## config.mk

```make
export PLATFORM = sky130hd
export DESIGN_NAME = fu_csr_wq_flat
export DESIGN_NICKNAME = d
export VERILOG_FILES = /design/src/rtl/fu_csr_wq.sv /design/src/flat_wrapper.sv
export SDC_FILE = /design/constraint.sdc
export NUM_CORES = 1
export LEC_CHECK = 0
export ABC_AREA = 0
export CAP_MARGIN = 25
export CORE_MARGIN = 3
export CORE_UTILIZATION = 28
export CTS_CLUSTER_SIZE = 20
export DETAILED_ROUTE_END_ITERATION = 10
export SYNTH_ARGS = -nofsm -noshare
export SYNTH_HDL_FRONTEND = slang
export SYNTH_SLANG_ARGS = --single-unit
export TNS_END_PERCENT = 30
```

## constraint.sdc

```tcl
create_clock -name clk -period 2.9 [get_ports clk]
set_input_delay 0.435 -clock clk [delete_from_list [all_inputs] [get_ports clk]]
set_output_delay 0.435 -clock clk [all_outputs]
set_load 0.005 [all_outputs]
```

## src/rtl/fu_csr_wq.sv

```systemverilog
// rtl/fu_csr_wq.sv - CSR functional unit with an in-order pending CSR write queue
// Macro CSR_WQ_FWD_EN: forwarding from pending writes; when undefined CSR ops serialise on an empty queue.
package fu_csr_wq_pkg;
  localparam int XLEN = 32;
  localparam int ID_W = 6;

  typedef enum logic [3:0] {
    OP_NOP, CSR_WRITE, CSR_SET, CSR_CLEAR, CSR_READ,
    FENCE, ECALL, EBREAK, XRET, WFI, FENCE_I, FENCE_VMA
  } op_t;

  typedef struct packed {
    logic [ID_W-1:0] id;
    logic [XLEN-1:0] pc;
    logic [4:0]      prd;
    op_t             op;
    logic [11:0]     imm;
    logic [XLEN-1:0] rs1val;
  } fu_input_t;

  typedef struct packed {
    logic [XLEN-1:0] pc;
    logic [ID_W-1:0] id;
    logic [4:0]      prd;
    logic [XLEN-1:0] rdval;
  } fu_output_t;

  typedef struct packed {
    logic [ID_W-1:0] id;
  } rob_entry_t;
endpackage

interface csr_if;
  logic                            rvalid;
  logic [11:0]                     raddr;
  logic [fu_csr_wq_pkg::XLEN-1:0]  rdata;
  logic                            wvalid;
  logic [11:0]                     waddr;
  logic [fu_csr_wq_pkg::XLEN-1:0]  wdata;
  modport master (output rvalid, raddr, wvalid, waddr, wdata, input rdata);
  modport slave  (input rvalid, raddr, wvalid, waddr, wdata, output rdata);
endinterface

interface squash_if;
  logic valid;
  modport master (output valid);
  modport slave  (input valid);
endinterface

module fu_csr_wq
  import fu_csr_wq_pkg::*;
#(
  parameter int CSRQ_DEPTH = 4,
  parameter int CNT_W      = $clog2(CSRQ_DEPTH) + 1
) (
  input  logic             clk,
  input  logic             rstn,
  input  fu_input_t        fuinput_i,
  input  logic             fuinput_i_valid,
  output logic             fuinput_i_ready,
  output fu_output_t       fuoutput_o,
  output logic             fuoutput_o_valid,
  output logic             completion_o_valid,
  input  rob_entry_t       retire_entry_i,
  input  logic             retire_entry_i_valid,
  csr_if.master            csr_io,
  squash_if.slave          squash_io,
  output logic [CNT_W-1:0] csrq_count_o
);
  localparam int PTR_W = $clog2(CSRQ_DEPTH);
  localparam logic [CNT_W-1:0] DEPTH_C = CNT_W'(CSRQ_DEPTH);

  logic [ID_W-1:0]  q_id   [CSRQ_DEPTH];
  logic [11:0]      q_addr [CSRQ_DEPTH];
  logic [XLEN-1:0]  q_data [CSRQ_DEPTH];
  logic [PTR_W-1:0] head, tail;
  logic [CNT_W-1:0] count;
  logic             is_csr, need_write, ready, enq, pop;
  logic [XLEN-1:0]  old_val, new_val;
  logic [11:0]      raddr;

  assign raddr = fuinput_i.imm;

  always_comb begin
    is_csr     = 1'b0;
    need_write = 1'b0;
    case (fuinput_i.op)
      CSR_WRITE, CSR_SET, CSR_CLEAR: begin
        is_csr     = 1'b1;
        need_write = 1'b1;
      end
      CSR_READ: is_csr = 1'b1;
      default: ;
    endcase
  end

`ifdef CSR_WQ_FWD_EN
  logic [PTR_W-1:0] fwd_idx;
  always_comb begin
    old_val = csr_io.rdata;
    fwd_idx = head;
    // Walk oldest to youngest in age order so the last hit is the youngest matching write.
    for (int k = 0; k < CSRQ_DEPTH; k++) begin
      fwd_idx = head + PTR_W'(k);
      if ((CNT_W'(k) < count) && (q_addr[fwd_idx] == raddr)) old_val = q_data[fwd_idx];
    end
  end
  assign ready = (count < DEPTH_C);
`else
  assign old_val = csr_io.rdata;
  assign ready   = is_csr ? (count == '0) : (count < DEPTH_C);
`endif

  always_comb begin
    case (fuinput_i.op)
      CSR_WRITE: new_val = fuinput_i.rs1val;
      CSR_SET:   new_val = old_val | fuinput_i.rs1val;
      CSR_CLEAR: new_val = old_val & ~fuinput_i.rs1val;
      default:   new_val = old_val;
    endcase
  end

  assign enq = fuinput_i_valid & ready & need_write;
  assign pop = retire_entry_i_valid & (count != '0) & (q_id[head] == retire_entry_i.id);

  assign csr_io.rvalid = fuinput_i_valid & is_csr;
  assign csr_io.raddr  = raddr;
  assign csr_io.wvalid = pop;
  assign csr_io.waddr  = q_addr[head];
  assign csr_io.wdata  = q_data[head];

  assign fuinput_i_ready    = ready;
  assign fuoutput_o.pc      = fuinput_i.pc;
  assign fuoutput_o.id      = fuinput_i.id;
  assign fuoutput_o.prd     = fuinput_i.prd;
  assign fuoutput_o.rdval   = is_csr ? old_val : '0;
  assign fuoutput_o_valid   = fuinput_i_valid & ready & is_csr;
  assign completion_o_valid = fuinput_i_valid & ready;
  assign csrq_count_o       = count;

  // Squash drops every pending write; a same-cycle pop has already committed via wvalid.
  always_ff @(posedge clk or negedge rstn) begin
    if (!rstn) begin
      head  <= '0;
      tail  <= '0;
      count <= '0;
    end else if (squash_io.valid) begin
      head  <= '0;
      tail  <= '0;
      count <= '0;
    end else begin
      if (enq) tail <= tail + PTR_W'(1);
      if (pop) head <= head + PTR_W'(1);
      case ({enq, pop})
        2'b10:   count <= count + CNT_W'(1);
        2'b01:   count <= count - CNT_W'(1);
        default: count <= count;
      endcase
    end
  end

  always_ff @(posedge clk) begin
    if (enq) begin
      q_id[tail]   <= fuinput_i.id;
      q_addr[tail] <= raddr;
      q_data[tail] <= new_val;
    end
  end
endmodule
```

## src/flat_wrapper.sv

```systemverilog
// flat-port wrapper written by rule: the top's interface ports become plain ports
module fu_csr_wq_flat import fu_csr_wq_pkg::*;
#(
  parameter int CSRQ_DEPTH = 4,
  parameter int CNT_W      = $clog2(CSRQ_DEPTH) + 1
)
  (clk, rstn, fuinput_i, fuinput_i_valid, fuinput_i_ready, fuoutput_o, fuoutput_o_valid, completion_o_valid, retire_entry_i, retire_entry_i_valid, csrq_count_o, csr_io_rvalid, csr_io_raddr, csr_io_wvalid, csr_io_waddr, csr_io_wdata, csr_io_rdata, squash_io_valid);
  csr_if csr_io_i ();
  squash_if squash_io_i ();
  input  logic clk;
  input  logic rstn;
  input  fu_input_t fuinput_i;
  input  logic fuinput_i_valid;
  output logic fuinput_i_ready;
  output fu_output_t fuoutput_o;
  output logic fuoutput_o_valid;
  output logic completion_o_valid;
  input  rob_entry_t retire_entry_i;
  input  logic retire_entry_i_valid;
  output logic [CNT_W-1:0] csrq_count_o;
  output wire logic [$bits(csr_io_i.rvalid)-1:0] csr_io_rvalid;
  output wire logic [$bits(csr_io_i.raddr)-1:0] csr_io_raddr;
  output wire logic [$bits(csr_io_i.wvalid)-1:0] csr_io_wvalid;
  output wire logic [$bits(csr_io_i.waddr)-1:0] csr_io_waddr;
  output wire logic [$bits(csr_io_i.wdata)-1:0] csr_io_wdata;
  input wire logic [$bits(csr_io_i.rdata)-1:0] csr_io_rdata;
  input wire logic [$bits(squash_io_i.valid)-1:0] squash_io_valid;
  assign csr_io_rvalid = csr_io_i.rvalid;
  assign csr_io_raddr = csr_io_i.raddr;
  assign csr_io_wvalid = csr_io_i.wvalid;
  assign csr_io_waddr = csr_io_i.waddr;
  assign csr_io_wdata = csr_io_i.wdata;
  assign csr_io_i.rdata = csr_io_rdata;
  assign squash_io_i.valid = squash_io_valid;
  fu_csr_wq #(.CSRQ_DEPTH(CSRQ_DEPTH), .CNT_W(CNT_W)) u_core (.clk(clk), .rstn(rstn), .fuinput_i(fuinput_i), .fuinput_i_valid(fuinput_i_valid), .fuinput_i_ready(fuinput_i_ready), .fuoutput_o(fuoutput_o), .fuoutput_o_valid(fuoutput_o_valid), .completion_o_valid(completion_o_valid), .retire_entry_i(retire_entry_i), .retire_entry_i_valid(retire_entry_i_valid), .csr_io(csr_io_i), .squash_io(squash_io_i), .csrq_count_o(csrq_count_o));
endmodule
```

== Yosys cells after proc, flatten, opt, wreduce, memory -nomap -nowiden ==
Memory sizes are Yosys's and may differ from the RTL's.
Cells that the tools add are included.

* Register bits: 7
* Bits in writable memories: 200
* Output and inout port bits: 139
* Word-level logic and storage cells: 47
* Memories kept: 3

{| class="wikitable"
|+ Memory list
! name !! words !! width !! rd ports !! clocked after Yosys merged registers in !! write ports !! RTL line !! RTL
|-
| u_core.q_data || 4 || 32 || 1 || 0 || 1 || fu_csr_wq.sv:75 || <nowiki>logic [XLEN-1:0] q_data [CSRQ_DEPTH];</nowiki>
|-
| u_core.q_addr || 4 || 12 || 1 || 0 || 1 || fu_csr_wq.sv:74 || <nowiki>logic [11:0] q_addr [CSRQ_DEPTH];</nowiki>
|-
| u_core.q_id || 4 || 6 || 1 || 0 || 1 || fu_csr_wq.sv:73 || <nowiki>logic [ID_W-1:0] q_id [CSRQ_DEPTH];</nowiki>
|}

* Add/subtract/negate cells: 4
* Order comparisons: 1
* Equality and inequality tests: 7
* Mux-type cells: 13
* Bitwise gates (word level): 9
* Reduce and logical (&&, ||, !) cells: 7

{| class="wikitable"
|+ Operator list
! operator !! count
|-
| $pmux 32 s3 || 1
|-
| $and 32x32->32 || 1
|-
| $mux 32 || 1
|-
| $not 32->32 || 1
|-
| $or 32x32->32 || 1
|-
| $eq 4x2->1 const B || 2
|-
| $mux 2 || 4
|-
| $and 1x1->1 || 6
|-
| $eq 6x6->1 || 1
|-
| $pmux 3 s2 || 1
|-
| $reduce_bool 3->1 || 2
|-
| $mux 1 || 5
|-
| $add 2x1->2 const B || 2
|-
| $eq 4x1->1 const B || 1
|-
| $eq 4x3->1 const B || 1
|-
| $reduce_bool 2->1 || 2
|-
| $reduce_or 4->1 || 1
|-
| $add 3x1->3 const B || 1
|-
| $logic_not 3->1 || 1
|-
| $lt 3x3->1 const B || 1
|-
| $mux 3 || 1
|-
| $reduce_or 3->1 || 1
|-
| $sub 3x1->3 const B || 1
|-
| $eq 2x1->1 const B || 1
|-
| $eq 2x2->1 const B || 1
|}

== Depth between registers and ports, before layout ==
Gate-level depths: netlist (run 1).

* Depth in word-level cells: 9
* Mapped depth: 9
* Gate-level depth less buffers: 8

== Least setup slack after synthesis (run 1) ==
OpenSTA, ideal clock, no wires.

* Path kind: input -> register
* From: input port fuinput_i[44] in the netlist's numbering
* To: memory u_core.q_addr[0][0], enable pin
* Setup time: 0.413 ns
* Arrival time: 2.640 ns
* Data required time: 2.487 ns
* Path slack: -0.153 ns
* Stages on the path: 5
* Cell sequence: or3_1 > a41oi_1 > and3_1 > buf_2 > and2_1

* Longest elaborated chain between the ends: 8
* Elaborated cells on any way between the ends: 13

{| class="wikitable"
|+ Ends and longest elaborated chain
! what !! RTL line !! RTL
|-
| start, declared || flat_wrapper.sv:12 || <nowiki>input fu_input_t fuinput_i;</nowiki>
|-
| $eq 4x3->1 (tied with other cells) || fu_csr_wq.sv:87 || <nowiki>case (fuinput_i.op)</nowiki>
|-
| $reduce_or 4->1 (no line) * || -- ||
|-
| $mux 1 * || fu_csr_wq.sv:87 ||
|-
| $mux 1 * || fu_csr_wq.sv:111 || <nowiki>assign ready = is_csr ? (count == '0) : (count < DEPTH_C);</nowiki>
|-
| named net fuinput_i_ready || flat_wrapper.sv:14 || <nowiki>output logic fuinput_i_ready;</nowiki>
|-
| $and 1x1->1 * (2 in a row) || fu_csr_wq.sv:123 || <nowiki>assign enq = fuinput_i_valid & ready & need_write;</nowiki>
|-
| $mux 1 * || fu_csr_wq.sv:163 || <nowiki>if (enq) begin</nowiki>
|-
| $mux 1 (implied by the code) * || fu_csr_wq.sv:165 || <nowiki>q_addr[tail] <= raddr;</nowiki>
|-
| end, declared || fu_csr_wq.sv:74 ||
|}

The timed path passes the listed nets; every way through them passes the cells marked *.

== Worst setup path after layout (run 1) ==
* From: register u_core.head[0]
* To: output port csr_io_wvalid

* Longest elaborated chain between the ends: 3

{| class="wikitable"
|+ Ends and longest elaborated chain
! what !! RTL line !! RTL
|-
| start, declared || fu_csr_wq.sv:76 || <nowiki>logic [PTR_W-1:0] head, tail;</nowiki>
|-
| start signal, assigned || fu_csr_wq.sv:153 || <nowiki>if (pop) head <= head + PTR_W'(1);</nowiki>
|-
| $mem_v2 4x6 || -- ||
|-
| $eq 6x6->1 || fu_csr_wq.sv:124 || <nowiki>assign pop = retire_entry_i_valid & (count != '0) & (q_id[head] == retire_entry_i.id);</nowiki>
|-
| $and 1x1->1 || fu_csr_wq.sv:124 ||
|-
| end, declared || flat_wrapper.sv:23 || <nowiki>output wire logic [$bits(csr_io_i.wvalid)-1:0] csr_io_wvalid;</nowiki>
|}

Every way passes these cells.

==> impl_metrics.env, run 1 <==
export IMPL_status="finished clean"
export IMPL_critPathSlowestCell="dfrtp_4"
export IMPL_fp_coreArea_um2=31800
export IMPL_critPathBufInv=2
export IMPL_design_area_um2=12400
export IMPL_synth_top_area_share_pct=66.0
export IMPL_drt_pass1_iterations=4
export IMPL_clockPowerShare_pct=41.5
export IMPL_synth_cell_types=39
export IMPL_synth_seq_cells=207
export IMPL_vias=5181
export IMPL_fin_crit_ns=2.84
export IMPL_nets=857
export IMPL_area_delta_synth_final_pct=35.8
export IMPL_irDropWorstVdd_mv=0.343
export IMPL_whs_ns=0.213
export IMPL_p_int_w=0.00526
export IMPL_synth_area_leaders="edfxtp_1 (66%), mux4_2 (12%), buf_4 (4.5%)"
export IMPL_wire_per_inst_um=18.3
export IMPL_fin_worst_skew_ns=0.0172
export IMPL_row_count=65
export IMPL_power_frac_comb_pct=8.0
export IMPL_cts_sinks=207
export IMPL_ant_nets=0
export IMPL_ys_flop_type="edfxtp_1"
export IMPL_layout_drive_gt1_share_pct=18.3
export IMPL_drt_iter0_drc=231
export IMPL_power_leakage_nw=4.08
export IMPL_portBuffers=198
export IMPL_ys_top_cells_by_count="edfxtp_1 (200), buf_4 (55), a21oi_1 (51)"
export IMPL_drv_slew=0
export IMPL_fp_dieH_um=186
export IMPL_h_tree_depth=1
export IMPL_fp_dieW_um=186
export IMPL_rsz0062_at_grt="true"
export IMPL_worstSetupStartpoint="u_core.head[0]"
export IMPL_drc_errors=0
export IMPL_ys_seq_area_share_pct=67.9
export IMPL_max_stage_delay_ns=0.53
export IMPL_grt_first_pass_wirelength_um=32100
export IMPL_yosys_area_top_type="edfxtp_1"
export IMPL_final_hold_violation_count=0
export IMPL_grt_pass1_vias=5333
export IMPL_placed_cell_area_um2=11500
export IMPL_synthesis_nets=675
export IMPL_avgSynthCellArea_um2=17.0
export IMPL_synthArstFlopShare_pct=3.38
export IMPL_netSwitchingFraction_pct=20.3
export IMPL_place_ws_ns=0.141
export IMPL_p_sw_w=0.00134
export IMPL_tightestPinTransition_ns=0.578
export IMPL_setup_viol=0
export IMPL_critPathCaptureType="primary output"
export IMPL_postLayoutSetupSlackWorst_ns=0.0559
export IMPL_setup_tns_ns=0
export IMPL_fmax_ghz=0.352
export IMPL_syn_area_um2=9100
export IMPL_hpwl_um=14400
export IMPL_cap_viol_max_count=0
export IMPL_via_per_inst=4.43
export IMPL_period_share_pct=98.1
export IMPL_cts_tree="done"
export IMPL_synth_edf_count=200
export IMPL_grtUsageTotal_pct=12.1
export IMPL_cts_buffers=23
export IMPL_ys_warn_count=0
export IMPL_antennaDiodeCount=0
export IMPL_rr_startpoint="u_core.head[0]"
export IMPL_hold_path_class="in2async"
export IMPL_critical_path_max_fanout=6
export IMPL_dieArea_um2=34700
export IMPL_required_ns=2.47
export IMPL_totalPowerFinal_w=0.00661
export IMPL_start_kind="register"
export IMPL_worstPathCellList="buf_4 -> mux4_2 -> xnor2_2 -> nand4_1 -> nor3_2 -> dlygate4sd2_1"
export IMPL_overflow=0
export IMPL_max_slew_margin_pct=61.2
export IMPL_grt_max_degree=27
export IMPL_antenna_found_initial=1
export IMPL_pwr_share_seq_pct=50.5
export IMPL_synth_most_common_cell="edfxtp_1"
export IMPL_path_clk_slew_ns=0.06
export IMPL_io_pins=273
export IMPL_insertion_delay_ns=0.51
export IMPL_crit_arrival_ns=2.41
export IMPL_crit_type="reg2out"
export IMPL_clockBufferDepth=3
export IMPL_routabilityCongestion=0.686
export IMPL_crit_family="flip-flops"
export IMPL_cts_root_buf="clkbuf_16"
export IMPL_start_util_pct=28.6
export IMPL_wl_um=21400
export IMPL_syn_inst=536
export IMPL_powerDensity_nw_per_um2=535
==> cell families after synthesis <==
kind of cell / count (synthesis) / share of synthesized area [%]
compound gates: 77 / 4.96
xor+xnor: 25 / 2.41
fa+ha+maj: 5 / 0.770
buf+inv: 85 / 5.97
flops: 207 / 67.9
mux: 56 / 12.8
simple gates: 81 / 5.13
==> state kept, by name, summed over array words and instances (netlist names) <==
signal	cells
u_core.head	2
u_core.q_id	24
u_core.q_data	128
u_core.q_addr	48
u_core.tail	2
u_core.csrq_count_o	3
==> layout make-up <==
cell class | instances | area (um^2)
Fill cell | 2942 | 19400
Sequential cell | 207 | 6190
Timing Repair Buffer | 238 | 2490
Multi-Input combinational cell | 244 | 2410
Clock buffer | 28 | 594
Tap cell | 435 | 544
Clock inverter | 13 | 118
Inverter | 4 | 15.0
==> layer usage <==
metal / wire length (um) / track usage (%)
met3: 1450 / 3.17
met2: 10400 / 20.4
met1: 9060 / 15.7
met4: 452 / 2.83
met5: 0 / 0
==> path summary, 6_finish.rpt <==
| path | to | slack (ns) | cells past startpoint |
|---|---|---|---|
| setup / recovery | csr_io_wvalid | 0.06 | 6 |
| hold / removal | u_core.csrq_count_o[0] | 0.21 | 1 |
| setup reg to reg | u_core.csrq_count_o[2] | 0.26 | 9 |
| hold reg to reg | u_core.tail[1] | 0.60 | 2 |
| max in group asynchronous | u_core.head[0] | 2.39 | 1 |
| min in group clk | u_core.tail[1] | 0.60 | 2 |
==> through the flow <==
step                      std cells  util [%]
after global routing           1169      38.9
final                          1169      38.9
after CTS                      1168      38.6
after detailed placement       1122      36.2
after global placement         1122      36.2
after floorplan                 536         -
==> placed cells by master, fill, tap and decap left out, drive strengths merged, types with 2 or more instances in the layout <==
cell type	Yosys	layout
a211oi	16	16
a21oi	51	51
a41oi	2	2
and2	38	38
and3	3	3
buf	66	39
bufinv	0	2
clkbuf	15	29
clkdlybuf4s50	0	183
clkinv	0	10
dfrtp	7	7
dlygate4sd2	0	4
dlymetal6s2s	0	11
edfxtp	200	200
ha	4	4
inv	4	5
mux2	2	2
mux2i	6	6
mux4	48	48
nand2b	3	3
nand4	2	2
nor2	20	20
nor2b	3	3
nor3	4	4
nor3b	3	3
o21ai	2	2
xnor2	23	23
xor2	2	2
==> power groups by stage <==
stage,clock [W],combinational (W),sequential (W)
floorplan,0,0.000239,0.00339
global placement,0,0.000530,0.00340
detailed placement,0,0.000537,0.00340
global route,0.00297,0.000581,0.00333
CTS,0.00284,0.000540,0.00333
finish,0.00274,0.000529,0.00333
==> repair_timing <==
item                                    in CTS  in global routing
endpoints found under the setup margin      36                 29
pin swaps                                    3                  1
gates cloned                                 0                  1
setup buffers                                5                  0
hold buffers                                 0                  0
gates resized for setup                     12                 17
Note: power is estimated with default switching activity, not from simulation.
==> inputs of run 2 (changes only) <==
--- a/config.mk
+++ b/config.mk
@@ -13,2 +13,3 @@
 export DETAILED_ROUTE_END_ITERATION = 10
+export SETUP_SLACK_MARGIN = 0.15
 export SYNTH_ARGS = -nofsm -noshare
==> constraint.sdc (replaced) <==
create_clock -name clk -period 2.9 [get_ports clk]
set_input_delay 0.87 -clock clk [delete_from_list [all_inputs] [get_ports clk]]
set_output_delay 0.87 -clock clk [all_outputs]
set_load 0.005 [all_outputs]
==> run 2 against run 1 <==
The flow now finishes with violations (negative setup slack). First-iteration DRC count down 19%. Total power up 4.1%. Final cell count up 6.6%. Global-route usage up 0.37 points. Largest power group unchanged. Non-clock buffer count up 74. Via count up 5.1%. Critical path depth unchanged. Sequential power about the same. Clock skew down 0.0060 ns. Critical endpoint unchanged. Clock power up 5%. Fmax down 12%. Largest cell class unchanged.
==> impl_metrics.env, run 2 (synthesis gave the netlist of run 1 again) <==
export IMPL_fp_coreArea_um2=31800
export IMPL_io_pins=273
export IMPL_grt_pass1_vias=5584
export IMPL_totalPowerFinal_w=0.00688
export IMPL_failed_checks="negative setup slack"
export IMPL_fp_dieH_um=186
export IMPL_irDropWorstVdd_mv=0.351
export IMPL_drc_errors=0
export IMPL_layout_commonest_cell="edfxtp_1"
export IMPL_max_slew_margin_pct=67.6
export IMPL_ant_nets=0
export IMPL_cts_buffers=24
export IMPL_start_util_pct=28.6
export IMPL_drt_pass1_iterations=4
export IMPL_routabilityCongestion=0.663
export IMPL_largest_reg_flops=128
export IMPL_status="finished with violations"
export IMPL_power_leakage_nw=4.69
export IMPL_cts_tree="done"
export IMPL_ctsHoldBuffers=0
export IMPL_row_count=65
export IMPL_period_share_pct=111
export IMPL_reg2reg_setup_slack_ns=0.28
export IMPL_hold_path_class="reg2reg"
export IMPL_crit_type="reg2out"
export IMPL_grt_max_degree=29
export IMPL_wl_um=22300
export IMPL_fin_worst_skew_ns=0.0111
export IMPL_powerDensity_nw_per_um2=523
export IMPL_hpwl_um=14600
export IMPL_critPathSlowestCell="mux4_2"
export IMPL_required_ns=2.03
export IMPL_regMostFlops="u_core.q_data"
export IMPL_rsz0062_at_grt="true"
export IMPL_path_clk_slew_ns=0.05
export IMPL_placed_cells=1178
export IMPL_layout_drive_gt1_share_pct=36.5
export IMPL_portBuffers=198
export IMPL_grt_first_pass_wirelength_um=32800
export IMPL_nets=932
export IMPL_fp_dieW_um=186
export IMPL_cts_root_buf="clkbuf_16"
export IMPL_reg_largest_list="u_core.q_data (128), u_core.q_addr (48), u_core.q_id (24)"
export IMPL_dieArea_um2=34700
export IMPL_placed_cell_area_um2=11900
export IMPL_clockBufferDepth=3
export IMPL_fmax_ghz=0.310
export IMPL_antenna_found_initial=0
export IMPL_final_cell_mix="edfxtp_1 (200), clkdlybuf4s50_1 (118), buf_4 (84)"
export IMPL_vias=5445
export IMPL_postLayoutSetupSlackWorst_ns=-0.325
export IMPL_setup_viol=76
export IMPL_cts_sinks=207
export IMPL_max_stage_delay_ns=0.52
export IMPL_tightestPinTransition_ns=0.483
export IMPL_area_delta_synth_final_pct=44.5
export IMPL_worstPathCellList="buf_6 -> mux4_2 -> xnor2_2 -> nand4_1 -> nor3_2 -> buf_2"
export IMPL_instances_no_fill=1246
export IMPL_final_hold_violation_count=0
export IMPL_critical_path_max_fanout=7
export IMPL_overflow=0
export IMPL_grtUsageTotal_pct=12.4
export IMPL_drt_iter0_drc=186
export IMPL_insertion_delay_ns=0.51
export IMPL_design_area_um2=13100
export IMPL_via_per_inst=4.37
export IMPL_cap_viol_max_count=0
export IMPL_crit_arrival_ns=2.35
export IMPL_h_tree_depth=1
export IMPL_drv_slew=0
export IMPL_critPathCaptureType="primary output"
export IMPL_wire_per_inst_um=17.9
export IMPL_fin_crit_ns=3.22
export IMPL_place_ws_ns=-0.746
export IMPL_start_kind="register"
export IMPL_final_core_util_pct=41.3
export IMPL_antennaDiodeCount=0
## run 2: report_power, final
| group | total (W) | internal, W | switching (W) |
|---|---|---|---|
| clock network | 0.00289 | 0.00174 | 0.00114 |
| logic | 0.000660 | 0.000399 | 0.000261 |
| registers | 0.00333 | 0.00333 | 0.00000663 |
| total | 0.00688 | 0.00547 | 0.00141 |
## run 2: per-layer routing
layer / up-vias / track usage [%] / wire length, um
met2: 150 / 21.3 / 11000
met4: 0 / 2.68 / 439
met3: 35 / 2.94 / 1280
met1: 2700 / 16.2 / 9630
li1: 2560 / - / -
met5: - / 0 / 0
## run 2: worst max-delay path: cells and delay by family (launching register included)
kind	cells	cell delay, ns
buf+inv	2	0.26
mux	1	0.52
flops	1	0.50
simple gates	2	0.39
xor+xnor	1	0.18
## run 2: cell type report
type | instances | area (um^2)
timing repair buffer | 312 | 3120
clock inverter | 16 | 131
multi-input combinational | 244 | 2510
clock buffer | 28 | 637
sequential | 207 | 6190
fill | 2896 | 18700
inverter | 4 | 15.0
tap | 435 | 544
## run 2: metrics by stage
step	hold slack, ns	TNS, ns
final	0.609	-9.25
after global routing	0.634	-14.44
after CTS	0.605	-11.45
after detailed placement	0.592	-112.42
after global placement	0.579	-111.20
after floorplan	0.538	-9.95
## run 2: what timing repair did
action / 4_1_cts / 5_1_grt
gates resized for setup: 257 / 62
endpoints found under the setup margin: 83 / 96
cloned: 4 / 1
buffers inserted: 11 / 8
pin swaps: 27 / 6
## run 2: path summary, 6_finish.rpt
| path | cells after the start | from | endpoint |
|---|---|---|---|
| setup / recovery | 6 | u_core.head[0] | csr_io_wvalid |
| hold / removal | 2 | u_core.tail[1] | u_core.tail[1] |
| hold reg to reg | 2 | u_core.tail[1] | u_core.tail[1] |
| setup reg to reg | 9 | u_core.head[0] | u_core.csrq_count_o[2] |
| max in group asynchronous | 1 | rstn | u_core.head[0] |
| min in group asynchronous | 1 | rstn | u_core.csrq_count_o[1] |
==> inputs of run 3 (changes only) <==
- CTS_CLUSTER_SIZE: 20 -> 30
- DONT_BUFFER_PORTS: not set -> 1
==> run 3 against run 2 <==
The run still ends with negative setup slack left. Sequential cell count stayed put. Clock power is 3% higher. Setup slack gained 0.14 ns. Largest cell class unchanged. Highest routed layer unchanged.
==> impl_metrics.env, run 3 (synthesis gave the netlist of run 1 again) <==
export IMPL_status="finished with violations"
export IMPL_failed_checks="negative setup slack"
export IMPL_netSwitchingFraction_pct=19.9
export IMPL_required_ns=2.03
export IMPL_final_hold_violation_count=0
export IMPL_critPathCaptureType="primary output"
export IMPL_grt_max_degree=28
export IMPL_fmax_ghz=0.324
export IMPL_wl_um=20100
export IMPL_largest_reg_flops=128
export IMPL_hpwl_um=14000
export IMPL_fp_dieW_um=186
export IMPL_regMostFlops="u_core.q_data"
export IMPL_drc_errors=0
export IMPL_io_pins=273
export IMPL_area_delta_synth_final_pct=13.6
export IMPL_placed_cells=918
export IMPL_fin_worst_skew_ns=0.00822
export IMPL_portBuffers=0
export IMPL_postLayoutSetupSlackWorst_ns=-0.185
export IMPL_fp_coreArea_um2=31800
export IMPL_path_clk_slew_ns=0.06
export IMPL_power_leakage_nw=3.18
export IMPL_p_int_w=0.00527
export IMPL_final_cell_mix="edfxtp_1 (200), a21oi_1 (51), mux4_2 (48)"
export IMPL_p_sw_w=0.00131
export IMPL_fp_dieH_um=186
export IMPL_cts_tree="done"
export IMPL_start_util_pct=28.6
export IMPL_cap_viol_max_count=0
export IMPL_tightestPinTransition_ns=0.831
export IMPL_seq_area_um2=6190
export IMPL_irDropWorstVdd_mv=0.392
export IMPL_power_frac_comb_pct=3.8
export IMPL_pwr_share_seq_pct=50.8
export IMPL_start_kind="register"
export IMPL_cts_root_buf="clkbuf_16"
export IMPL_place_ws_ns=0.138
export IMPL_totalPowerFinal_w=0.00657
export IMPL_setup_viol=4
export IMPL_hold_path_class="in2async"
export IMPL_layout_drive_gt1_share_pct=25.5
export IMPL_drt_iter0_drc=210
export IMPL_fin_crit_ns=3.08
export IMPL_ctsHoldBuffers=0
export IMPL_dieArea_um2=34700
export IMPL_grt_first_pass_wirelength_um=29300
export IMPL_wire_per_inst_um=21.0
export IMPL_drv_slew=0
export IMPL_cts_buffers=25
export IMPL_nets=649
export IMPL_max_slew_margin_pct=44.6
export IMPL_grtUsageTotal_pct=11.2
export IMPL_multi_input_area_um2=2450
export IMPL_crit_arrival_ns=2.21
export IMPL_overflow=0
export IMPL_rsz0062_at_grt="true"
export IMPL_reg_largest_list="u_core.q_data (128), u_core.q_addr (48), u_core.q_id (24)"
export IMPL_antenna_found_initial=0
export IMPL_cts_sinks=207
export IMPL_drt_pass1_iterations=4
export IMPL_routabilityCongestion=0.705
export IMPL_vias=4469
export IMPL_powerDensity_nw_per_um2=636
export IMPL_h_tree_depth=1
export IMPL_via_per_inst=4.65
export IMPL_instances_no_fill=961
export IMPL_insertion_delay_ns=0.50
export IMPL_row_count=65
export IMPL_clockPowerShare_pct=45.4
export IMPL_layout_commonest_cell="edfxtp_1"
export IMPL_antennaDiodeCount=0
export IMPL_period_share_pct=106
export IMPL_grt_pass1_vias=4711
export IMPL_fill_cells=3048
export IMPL_ant_nets=0
export IMPL_crit_type="reg2out"
export IMPL_critical_path_max_fanout=7
export IMPL_clockBufferDepth=3
[run 3: repair_timing]
action                                  4_1_cts  5_1_grt
pin swaps                                     2        2
setup buffers                                 0        0
endpoints found under the setup margin       46       71
gates resized for setup                       9       11
[run 3: path summary, 6_finish.rpt]
| kind | startpoint | slack [ns] | endpoint | cells after the start |
|---|---|---|---|---|
| worst max register to register | u_core.head[0] | 0.30 | u_core.csrq_count_o[2] | 9 |
| max in group asynchronous | rstn | 2.76 | u_core.head[0] | 0 |
| worst min register to register | u_core.tail[1] | 0.60 | u_core.tail[1] | 2 |
| min in group clk | squash_io_valid | 0.43 | u_core.tail[1] | 1 |
| worst min-delay path | rstn | 0.06 | u_core.head[1] | 0 |
| worst max-delay path | u_core.head[0] | -0.18 | csr_io_wvalid | 5 |
[run 3: cell type report]
type	count	share of cell area [%]
flip-flops and latches	207	59.8
multi-input cells	244	23.7
clock buffers	26	6.09
well taps	435	5.26
repair buffers	28	3.29
clock inverters	17	1.68
inverters	4	0.145
[run 3: per-layer routing]
metal / vias up / share of wire, % / GRT usage (%)
li1: 1982 / - / -
met1: 2270 / 38 / 13.4
met2: 169 / 51 / 19.8
met3: 48 / 9.0 / 3.64
met4: 0 / 2.2 / 2.62
met5: - / 0 / 0
[run 3: worst max-delay path: stages (launching register included)]
cell     delay (ns)
dfrtp_4        0.49
mux4_2         0.56
xnor2_2        0.17
nand4_1        0.21
nor3_2         0.16
buf_4          0.13
[run 3: stage by stage]
step | hold slack [ns] | util [%] | instance area [um^2] | setup TNS (ns)
after global placement | 0.573 | 29.7 | 9460 | 0
after global routing | 0.0259 | 32.5 | 10300 | -3.45
after detailed placement | 0.575 | 29.7 | 9460 | 0
final | 0.0574 | 32.5 | 10300 | -0.214
after floorplan | 0.538 | - | 9100 | -9.95
after CTS | 0.0271 | 32.4 | 10300 | -1.51
[run 3: power by group through the flow]
stage | sequential [W] | clock, W | combinational [W]
2_1_floorplan | 0.00339 | 0 | 0.000239
3_3_place_gp | 0.00340 | 0 | 0.000240
3_5_place_dp | 0.00340 | 0 | 0.000250
4_1_cts | 0.00334 | 0.00307 | 0.000254
5_1_grt | 0.00334 | 0.00322 | 0.000281
6_report | 0.00334 | 0.00299 | 0.000251
